`config.mk`:
```
export PLATFORM = sky130hd
export DESIGN_NAME = cdb_arbiter
export DESIGN_NICKNAME = d
export VERILOG_FILES = /design/src/rtl/cdb_pkg.sv /design/src/rtl/cdb_req_fifo.sv /design/src/rtl/cdb_arbiter.sv
export SDC_FILE = /design/constraint.sdc
export NUM_CORES = 1
export LEC_CHECK = 0
export CORE_MARGIN = 1.5
export CORE_UTILIZATION = 40
export DETAILED_ROUTE_END_ITERATION = 6
export PLACE_DENSITY_LB_ADDON = 0.3
export SLEW_MARGIN = 5
export SYNTH_ARGS = -nofsm -noshare
export SYNTH_HDL_FRONTEND = slang
export SYNTH_SLANG_ARGS = --single-unit
```
`constraint.sdc`:
```
create_clock -name clk -period 8.05 [get_ports clk]
set_clock_uncertainty 0.15 [all_clocks]
set_input_delay 1.2075 -clock clk [delete_from_list [all_inputs] [get_ports clk]]
set_output_delay 1.2075 -clock clk [all_outputs]
set_load 0.05 [all_outputs]
```
`src/rtl/cdb_pkg.sv`:
```
// Shared types and constants for the common data bus arbiter and its producer FIFOs.
package cdb_pkg;

  localparam int DATA_W = 32;
  localparam int TAG_W  = 6;
  localparam int SRC_W  = 2;

  localparam logic [SRC_W-1:0] REQ_ALU0 = 2'd0;
  localparam logic [SRC_W-1:0] REQ_ALU1 = 2'd1;
  localparam logic [SRC_W-1:0] REQ_ALU2 = 2'd2;
  localparam logic [SRC_W-1:0] REQ_LSQ  = 2'd3;

  typedef struct packed {
    logic [DATA_W-1:0] pc;
    logic [TAG_W-1:0]  tag;
    logic [DATA_W-1:0] data;
  } cdb_entry_t;

endpackage

```
`src/rtl/cdb_req_fifo.sv`:
```
// Per-producer skid FIFO; full is derived from registered count only.
module cdb_req_fifo
  import cdb_pkg::*;
#(
  parameter int FIFO_DEPTH = 2,
  localparam int PTR_W = $clog2(FIFO_DEPTH)
) (
  input  logic             clk,
  input  logic             rst,
  input  logic             push,
  input  logic             pop,
  input  logic             flush,
  input  cdb_entry_t       wr_entry,
  output cdb_entry_t       rd_entry,
  output logic [PTR_W:0]   count,
  output logic             full
);

  cdb_entry_t       mem [FIFO_DEPTH];
  logic [PTR_W-1:0] wr_ptr;
  logic [PTR_W-1:0] rd_ptr;
  logic             do_push;
  logic             do_pop;

  // A full FIFO refuses the push even when it is popped in the same cycle.
  assign full     = (count == (PTR_W+1)'(FIFO_DEPTH));
  assign do_push  = push & ~full & ~flush;
  assign do_pop   = pop & (count != '0) & ~flush;
  assign rd_entry = mem[rd_ptr];

  always_ff @(posedge clk or posedge rst) begin
    if (rst) begin
      wr_ptr <= '0;
      rd_ptr <= '0;
      count  <= '0;
    end else if (flush) begin
      wr_ptr <= '0;
      rd_ptr <= '0;
      count  <= '0;
    end else begin
      if (do_push) wr_ptr <= wr_ptr + 1'b1;
      if (do_pop)  rd_ptr <= rd_ptr + 1'b1;
      if (do_push && !do_pop)      count <= count + 1'b1;
      else if (!do_push && do_pop) count <= count - 1'b1;
    end
  end

  always_ff @(posedge clk) begin
    if (do_push) mem[wr_ptr] <= wr_entry;
  end

endmodule

```
`src/rtl/cdb_arbiter.sv`:
```
// Round-robin arbiter granting up to NUM_GRANT producer FIFO heads onto registered CDB ports.
module cdb_arbiter
  import cdb_pkg::*;
#(
  parameter int NUM_REQ    = 4,
  parameter int NUM_GRANT  = 2,
  parameter int FIFO_DEPTH = 2
) (
  input  logic                        clk,
  input  logic                        rst,
  input  logic                        flush,
  input  logic                        cdb_stall,
  input  logic [NUM_REQ-1:0]          req_valid,
  output logic [NUM_REQ-1:0]          req_ready,
  input  logic [NUM_REQ*DATA_W-1:0]   req_pc,
  input  logic [NUM_REQ*TAG_W-1:0]    req_tag,
  input  logic [NUM_REQ*DATA_W-1:0]   req_data,
  output logic [NUM_GRANT-1:0]        cdb_valid,
  output logic [NUM_GRANT*DATA_W-1:0] cdb_pc,
  output logic [NUM_GRANT*TAG_W-1:0]  cdb_tag,
  output logic [NUM_GRANT*DATA_W-1:0] cdb_data,
  output logic [NUM_GRANT*SRC_W-1:0]  cdb_src,
  output logic                        overflow_err
);

  localparam int PTR_W = $clog2(FIFO_DEPTH);

  cdb_entry_t                       head  [NUM_REQ];
  logic [PTR_W:0]                   count [NUM_REQ];
  logic [NUM_REQ-1:0]               full;
  logic [NUM_REQ-1:0]               grant;
  logic [NUM_REQ-1:0]               pop;
  logic [NUM_GRANT-1:0]             port_vld;
  logic [NUM_GRANT-1:0][SRC_W-1:0]  port_sel;
  logic [SRC_W-1:0]                 last_idx;
  logic [SRC_W-1:0]                 rr_ptr;
  logic [SRC_W-1:0]                 rr_next;

  logic [NUM_GRANT-1:0]             vld_p1;
  logic [NUM_GRANT-1:0][DATA_W-1:0] pc_p1;
  logic [NUM_GRANT-1:0][TAG_W-1:0]  tag_p1;
  logic [NUM_GRANT-1:0][DATA_W-1:0] data_p1;
  logic [NUM_GRANT-1:0][SRC_W-1:0]  src_p1;

  for (genvar i = 0; i < NUM_REQ; i++) begin : g_fifo
    cdb_entry_t wr_entry;
    assign wr_entry = '{pc:   req_pc[i*DATA_W +: DATA_W],
                        tag:  req_tag[i*TAG_W +: TAG_W],
                        data: req_data[i*DATA_W +: DATA_W]};
    cdb_req_fifo #(.FIFO_DEPTH(FIFO_DEPTH)) u_fifo (
      .clk      (clk),
      .rst      (rst),
      .push     (req_valid[i]),
      .pop      (pop[i]),
      .flush    (flush),
      .wr_entry (wr_entry),
      .rd_entry (head[i]),
      .count    (count[i]),
      .full     (full[i])
    );
  end

  assign req_ready = ~full;
  assign pop       = grant & {NUM_REQ{~cdb_stall & ~flush}};

  // Stage p0: scan from rr_ptr, filling ports in order with eligible heads.
  always_comb begin
    logic [SRC_W-1:0] idx;
    logic             placed;
    idx      = '0;
    placed   = 1'b0;
    grant    = '0;
    port_vld = '0;
    port_sel = '0;
    last_idx = rr_ptr;
    for (int k = 0; k < NUM_REQ; k++) begin
      idx    = SRC_W'((int'(rr_ptr) + k) % NUM_REQ);
      placed = 1'b0;
      if (count[idx] != '0) begin
        for (int g = 0; g < NUM_GRANT; g++) begin
          if (!placed && !port_vld[g]) begin
            port_vld[g] = 1'b1;
            port_sel[g] = idx;
            grant[idx]  = 1'b1;
            last_idx    = idx;
            placed      = 1'b1;
          end
        end
      end
    end
    rr_next = SRC_W'((int'(last_idx) + 1) % NUM_REQ);
  end

  // Stage p1: registered broadcast ports.
  always_ff @(posedge clk or posedge rst) begin
    if (rst) begin
      rr_ptr       <= '0;
      vld_p1       <= '0;
      pc_p1        <= '0;
      tag_p1       <= '0;
      data_p1      <= '0;
      src_p1       <= '0;
      overflow_err <= 1'b0;
    end else begin
      if (|(req_valid & full)) overflow_err <= 1'b1;
      if (flush || cdb_stall) begin
        vld_p1 <= '0;
      end else begin
        vld_p1 <= port_vld;
        if (|port_vld) rr_ptr <= rr_next;
        for (int g = 0; g < NUM_GRANT; g++) begin
          if (port_vld[g]) begin
            pc_p1[g]   <= head[port_sel[g]].pc;
            tag_p1[g]  <= head[port_sel[g]].tag;
            data_p1[g] <= head[port_sel[g]].data;
            src_p1[g]  <= port_sel[g];
          end
        end
      end
    end
  end

  assign cdb_valid = vld_p1;
  assign cdb_pc    = pc_p1;
  assign cdb_tag   = tag_p1;
  assign cdb_data  = data_p1;
  assign cdb_src   = src_p1;

endmodule

```
==> reports/qor.txt, run 1 <==
Crit path buffers/inverters: 3
Max Freq: 0.169 GHz
DRC errors left: 1
max-cap violations: 0
EDFF count, synth: 560
setup violators final: 0
die area: 0.0802 mm²
Via density: 5.69
Tcrit/Tclk final: 0.734
number of global-route vias before repair: 21,900
unrepaired setup endpoints after global routing: false
Hold Crit Class: flip-flop to flip-flop
Syn Nets: 2,524
Starting Density: 0.405
layout cells sized above 1: 0.0751
synthesized area: 0.0314 mm²
Core ar.: 0.0776 mm²
Setup CP Type: flip-flop to flip-flop
measured slew at the worst slew-check pin: 1.28 ns
initial antenna violation count: 24
I/O Pins: 439
status: complete, but fails checks
Starting DRT DRC Count: 1,850
Clock Path Buffers: 3
Total Neg Setup Slack: 0 ns
Worst setup SP type: flip-flop
root cell of the clock tree: clkbuf_16
Critical Path End Type: flip-flop
CP top delay family: compound AO/OA/AOI/OAI gates
Filler Cell Count: 6,624
DP Wirelength: 60,900 µm
Placer Congestion: 0.834
Cells after Synth: 2,227
Data arrival, critical path: 6.25 ns
gr ovfl total: 0
crit path cell chain: inv_2 > ha_1 > mux4_2 > inv_2 > ha_1 > nor2_1 > mux2i_1 > o211a_4 > buf_4 > o21ai_0 > a32oi_1 > o21ai_1
ys flop type: edfxtp_1
Max Slew Vio Count: 0
worst skew pair latency: 0.64 ns
CTS Sinks: 725
total CTS buffers: 79
count of cell types in the netlist: 60
placed cell count: 3,570
IO buf count: 438
Req. time, crit path: 8.39 ns
register bit total from synthesis: 725
Critical Path Fanout Max: 91
CTS tree: built
ys async rst share: 0.228
FP Rows: 102
failing checks: DRC
final net count: 2,908
DRT Pass-1 Iters: 7
hold slack: 0.331 ns
total number of vias: 21,200
synth warn: 0
GRT Total Usage: 0.238
Syn Area/Cell: 14.1 µm²
routed wire length per instance: 25.9 µm
largest net degree at the start of global routing: 105
Hold Vio Cnt, Final: 0
WL final: 96,500 µm
Post-CTS Setup Repair Bufs: 0
max_slew headroom: 0.150
Die X-Extent: 283 µm
die span in y: 283 µm
Hold Buf Count CTS: 0
first-pass GRT wire length: 143,000 µm
fin cells: 3,728
Routed Antenna Nets: 0
fin crit period: 5.91 ns
CP peak stage delay: 0.94 ns
register area share after synthesis: 0.667
area grow syn2layout: 25.8%
PostCTS Resize Cnt: 0
H-Tree Depth: 3
Reg clk slew, reported paths: 0.06 ns
Slowest-stage cell, CP: o211a_4
## cell type report
cell class / instances / area (µm²) / area share
Timing Repair Buffer: 480 / 4710 / 0.119
Clock inverter: 40 / 526 / 0.0133
Inverter: 13 / 56.3 / 0.00143
Clock buffer: 106 / 2180 / 0.0551
Multi-Input combinational cell: 1312 / 9740 / 0.247
Antenna cell: 12 / 30.0 / 0.000760
Sequential cell: 725 / 21000 / 0.531
Tap cell: 1040 / 1300 / 0.0329
## path summary, 6_finish.rpt
path / cells after the start / startpoint / slack [ns] / endpoint
max: 12 / rr_ptr[0]$_DFFE_PP0P_ / 2.14 / cdb_data[59]$_DFFE_PP0P_
max reg2reg: 12 / rr_ptr[0]$_DFFE_PP0P_ / 2.14 / cdb_data[59]$_DFFE_PP0P_
min in group asynchronous: 2 / rst / 0.97 / cdb_data[23]$_DFFE_PP0P_
max in group asynchronous: 3 / rst / 5.13 / cdb_pc[7]$_DFFE_PP0P_
min: 2 / cdb_src[2]$_DFFE_PP0P_ / 0.33 / cdb_src[2]$_DFFE_PP0P_
min reg2reg: 2 / cdb_src[2]$_DFFE_PP0P_ / 0.33 / cdb_src[2]$_DFFE_PP0P_
## synthesized netlist by cell type (3+ instances only)
| library cell | count | area [µm²] |
|---|---|---|
| edfxtp_1 | 560 | 16800 |
| o2111ai_1 | 6 | 52.6 |
| o21ai_0 | 113 | 566 |
| a32oi_1 | 70 | 613 |
| o211ai_1 | 8 | 60.1 |
| inv_1 | 11 | 41.3 |
| or2_1 | 3 | 18.8 |
| a32o_1 | 5 | 50.1 |
| xor2_1 | 7 | 61.3 |
| mux4_2 | 4 | 90.1 |
| a21oi_1 | 9 | 45.0 |
| nand2b_1 | 5 | 31.3 |
| clkbuf_1 | 100 | 375 |
| ha_1 | 9 | 113 |
| a22oi_1 | 3 | 22.5 |
| buf_4 | 13 | 97.6 |
| nand3b_1 | 4 | 30.0 |
| xnor2_1 | 5 | 43.8 |
| nor2_1 | 24 | 90.1 |
| buf_1 | 18 | 67.6 |
| o21ai_1 | 171 | 856 |
| a311o_1 | 3 | 30.0 |
| nor3_1 | 9 | 45.0 |
| a31oi_1 | 5 | 31.3 |
| buf_2 | 45 | 225 |
| mux2i_1 | 495 | 4950 |
| nor4b_1 | 4 | 35.0 |
| nand3_1 | 215 | 1080 |
| a211oi_1 | 3 | 22.5 |
| dfrtp_1 | 165 | 4130 |
| nand2_1 | 95 | 357 |
| a21o_1 | 3 | 22.5 |
| nor3b_1 | 4 | 30.0 |
## layout by cell type (no fill, tap or decap), types with 17 or more instances in the layout
| master | count |
|---|---|
| mux2i_1 | 495 |
| a32oi_1 | 70 |
| dfrtp_1 | 161 |
| clkbuf_1 | 17 |
| buf_4 | 41 |
| nand3_1 | 215 |
| nor2_1 | 24 |
| clkbuf_16 | 79 |
| nand2_1 | 93 |
| o21ai_1 | 169 |
| o21ai_0 | 113 |
| edfxtp_1 | 560 |
| clkdlybuf4s50_1 | 438 |
## cell families after synthesis
logic type,Yosys count,synth area share
flip-flops,725,0.667
multiplexers,503,0.162
AO/OA/AOI/OAI,414,0.0803
AND/OR/NAND/NOR,374,0.0574
buffers and inverters,190,0.0263
XOR/XNOR,12,0.00335
adder cells (fa/ha/maj),9,0.00359
## worst reg2reg max path: stages, from the launching register on
cell     delay (ns)
dfrtp_1        0.91
inv_2          0.27
ha_1           0.74
mux4_2         0.54
inv_2          0.13
ha_1           0.36
nor2_1         0.12
mux2i_1        0.47
o211a_4        0.94
buf_4          0.60
o21ai_0        0.20
a32oi_1        0.24
o21ai_1        0.11
## per-layer routing
metal | global-route usage | wire length [µm]
met1 | 0.308 | 39400
met2 | 0.389 | 46000
met3 | 0.0486 | 7470
met4 | 0.0989 | 3520
met5 | 0 | 148
## sequential cells by signal, summed over array words and instances, names as in the netlist
register              flops
g_fifo.u_fifo.count       8
rr_ptr                    2
g_fifo.u_fifo.mem       560
g_fifo.u_fifo.wr_ptr      4
cdb_valid                 2
overflow_err              1
cdb_tag                  12
g_fifo.u_fifo.rd_ptr      4
cdb_pc                   64
cdb_src                   4
cdb_data                 64
## per-stage QoR
stage	area, µm²	util	setup slack [ns]
6_report	39500	0.509	2.14
5_1_grt	39500	0.509	1.73
4_1_cts	39500	0.509	2.16
3_5_place_dp	36800	0.474	2.19
3_3_place_gp	36800	0.474	2.52
2_1_floorplan	31400	-	0.530
Power of run 1 is not shown: default switching activity piles up to over one toggle a cycle in this logic, so the estimate is an artifact.
==> inputs of run 2 (changes only) <==
==> constraint.sdc (replaced) <==
create_clock -name clk -period 5.5 [get_ports clk]
set_clock_uncertainty 0.15 [all_clocks]
set_input_delay 0.825 -clock clk [delete_from_list [all_inputs] [get_ports clk]]
set_output_delay 0.825 -clock clk [all_outputs]
set_load 0.05 [all_outputs]
==> run 2 against run 1 <==
  * The run now ends clean
  * Sequential share of layout area decreased by 0.33 points
  * Final area rose by 0.62%
  * Global-route usage shrank 0.70 points
==> reports/qor.txt, run 2 (synthesized netlist as in run 1, its figures left out) <==
Starting DRT DRC Count: 1,590 (-14%)
root cell of the clock tree: clkbuf_16
Tcrit/Tclk final: 0.766 (+0.0326)
CP peak stage delay: 0.65 ns (-0.29 ns)
most common cell after layout, fill and taps aside: edfxtp_1
Routed Antenna Nets: 0 (unchanged)
DRC errors left: 0 (-1)
DP Wirelength: 60,300 µm (-1.1%)
Placed Area: 0.0371 mm² (+0.75%)
unrepaired setup endpoints after global routing: false
most frequent cells in the layout: edfxtp_1, mux2i_1, clkdlybuf4s50_1, nand3_1, o21ai_1
total number of vias: 21,100 (-0.54%)
largest net degree at the start of global routing: 145 (+38%)
WL final: 93,800 µm (-2.8%)
Hold Crit Class: flip-flop to flip-flop
design area: 0.0398 mm² (+0.62%)
gr ovfl total: 0 (unchanged)
die span in y: 283 µm (unchanged)
Reg clk slew, reported paths: 0.06 ns (about the same)
Worst setup SP type: flip-flop
Leakage: 13.8 nW
Setup CP Type: flip-flop to flip-flop
Total Neg Setup Slack: 0 ns (unchanged)
Die X-Extent: 283 µm (unchanged)
status: complete, no violations
DRT Pass-1 Iters: 5 (-2)
Hold Vio Cnt, Final: 0 (unchanged)
final net count: 2,914 (+0.21%)
Peak supply drop: 1.17 mV
Filler Cell Count: 6,576 (-0.72%)
CP top delay family: multiplexers
Starting Density: 0.405 (unchanged)
Clock Path Buffers: 3 (unchanged)
Req. time, crit path: 5.84 ns (-2.55 ns)
IO buf count: 438 (unchanged)
GRT Total Usage: 0.231 (-0.00705)
die area: 0.0802 mm² (unchanged)
H-Tree Depth: 3 (unchanged)
setup violators final: 0 (unchanged)
FP Rows: 102 (unchanged)
number of global-route vias before repair: 21,600 (-1.2%)
max-cap violations: 0 (unchanged)
worst skew pair latency: 0.61 ns (-0.03 ns)
Hold Buf Count CTS: 0 (unchanged)
Largest register FFs: 560 (unchanged)
CTS tree: built
CTS Sinks: 725 (unchanged)
max_slew headroom: 0.232 (+0.0819)
Crit path buffers/inverters: 4 (+1)
crit path cell chain: inv_2 > ha_1 > mux4_2 > inv_2 > ha_1 > inv_1 > a211oi_1 > o21ai_4 > buf_12 > mux2i_1 > mux2i_1 > o21ai_1
routed wire length per instance: 25.1 µm (-2.9%)
Post-CTS Setup Repair Bufs: 0 (unchanged)
placed cell count: 3,576 (+0.17%)
Slowest-stage cell, CP: ha_1
fin cells: 3,733 (+0.13%)
Max Freq: 0.237 GHz (+40%)
measured slew at the worst slew-check pin: 1.15 ns (-0.123 ns)
first-pass GRT wire length: 140,000 µm (-2.2%)
Via density: 5.65 (-0.67%)
total CTS buffers: 79 (unchanged)
Critical Path End Type: flip-flop
layout cells sized above 1: 0.0749 (-0.000196)
hold slack: 0.338 ns (+0.00683 ns)
area grow syn2layout: 26.6%
Data arrival, critical path: 4.55 ns (-1.70 ns)
Max Slew Vio Count: 0 (unchanged)
PwrDens: 736 mW/mm²
Critical Path Fanout Max: 64 (-30%)
register with the highest flop count: g_fifo.u_fifo.mem
Placer Congestion: 0.826 (-0.90%)
PostCTS Resize Cnt: 0 (unchanged)
fin crit period: 4.21 ns (-1.69 ns)
Core ar.: 0.0776 mm² (unchanged)
I/O Pins: 439 (unchanged)
initial antenna violation count: 20 (-17%)
[run 2: cell count changes in the layout (fill, tap and decap cells not counted), moves of 2 or more]
cell       change
buf_12        +18
buf_4         -12
clkbuf_1       +6
clkbuf_8       -4
clkbuf_16      +2
clkinv_2       -2
diode_2        -2
[run 2: worst min-delay path, stage by stage (launching register included)]
cell and delay [ns]:
dfrtp_1 0.34, nand2_1 0.05, o21ai_1 0.06
[run 2: area by class of cell]
class | count | area, µm² | area share
sequential | 725 | 21000 | 0.527
clock buffer | 110 | 2200 | 0.0552
antenna | 10 | 25.0 | 0.000630
tap | 1040 | 1300 | 0.0327
inverter | 13 | 56.3 | 0.00142
clock inverter | 37 | 480 | 0.0121
multi-input combinational | 1312 | 9750 | 0.245
timing repair buffer | 486 | 4980 | 0.125
[run 2: worst paths after layout]
check                                           end  cells past startpoint                      from  slack (ns)
min in group asynchronous  cdb_data[22]$_DFFE_PP0P_                      2                       rst        0.53
max reg2reg                 cdb_data[2]$_DFFE_PP0P_                     12     rr_ptr[0]$_DFFE_PP0P_        1.29
min reg2reg                cdb_data[29]$_DFFE_PP0P_                      2  cdb_data[29]$_DFFE_PP0P_        0.34
max in group asynchronous   cdb_data[2]$_DFFE_PP0P_                      3                       rst        3.51
min                        cdb_data[29]$_DFFE_PP0P_                      2  cdb_data[29]$_DFFE_PP0P_        0.34
max                         cdb_data[2]$_DFFE_PP0P_                     12     rr_ptr[0]$_DFFE_PP0P_        1.29
[run 2: metal layers]
metal,vias to the layer above,share of wire,global-route usage
li1,9411,-,-
met2,872,0.49,0.388
met4,18,0.029,0.0844
met3,181,0.070,0.0463
met1,10600,0.41,0.295
met5,-,0.0012,0
[run 2: metrics by stage]
step	setup WS (ns)	power, mW	utilization
detailed placement	1.32	23.9	0.477
CTS	1.32	29.4	0.512
finish	1.29	29.3	0.512
floorplan	-1.65	19.1	-
global placement	1.41	23.6	0.477
global route	1.01	30.8	0.512
[run 2: power breakdown]
group / switching, mW / internal, mW
Sequential: 0.680 / 6.88
Combinational: 10.3 / 5.92
Clock: 2.20 / 3.24
Power figures use the tool's default switching activity.
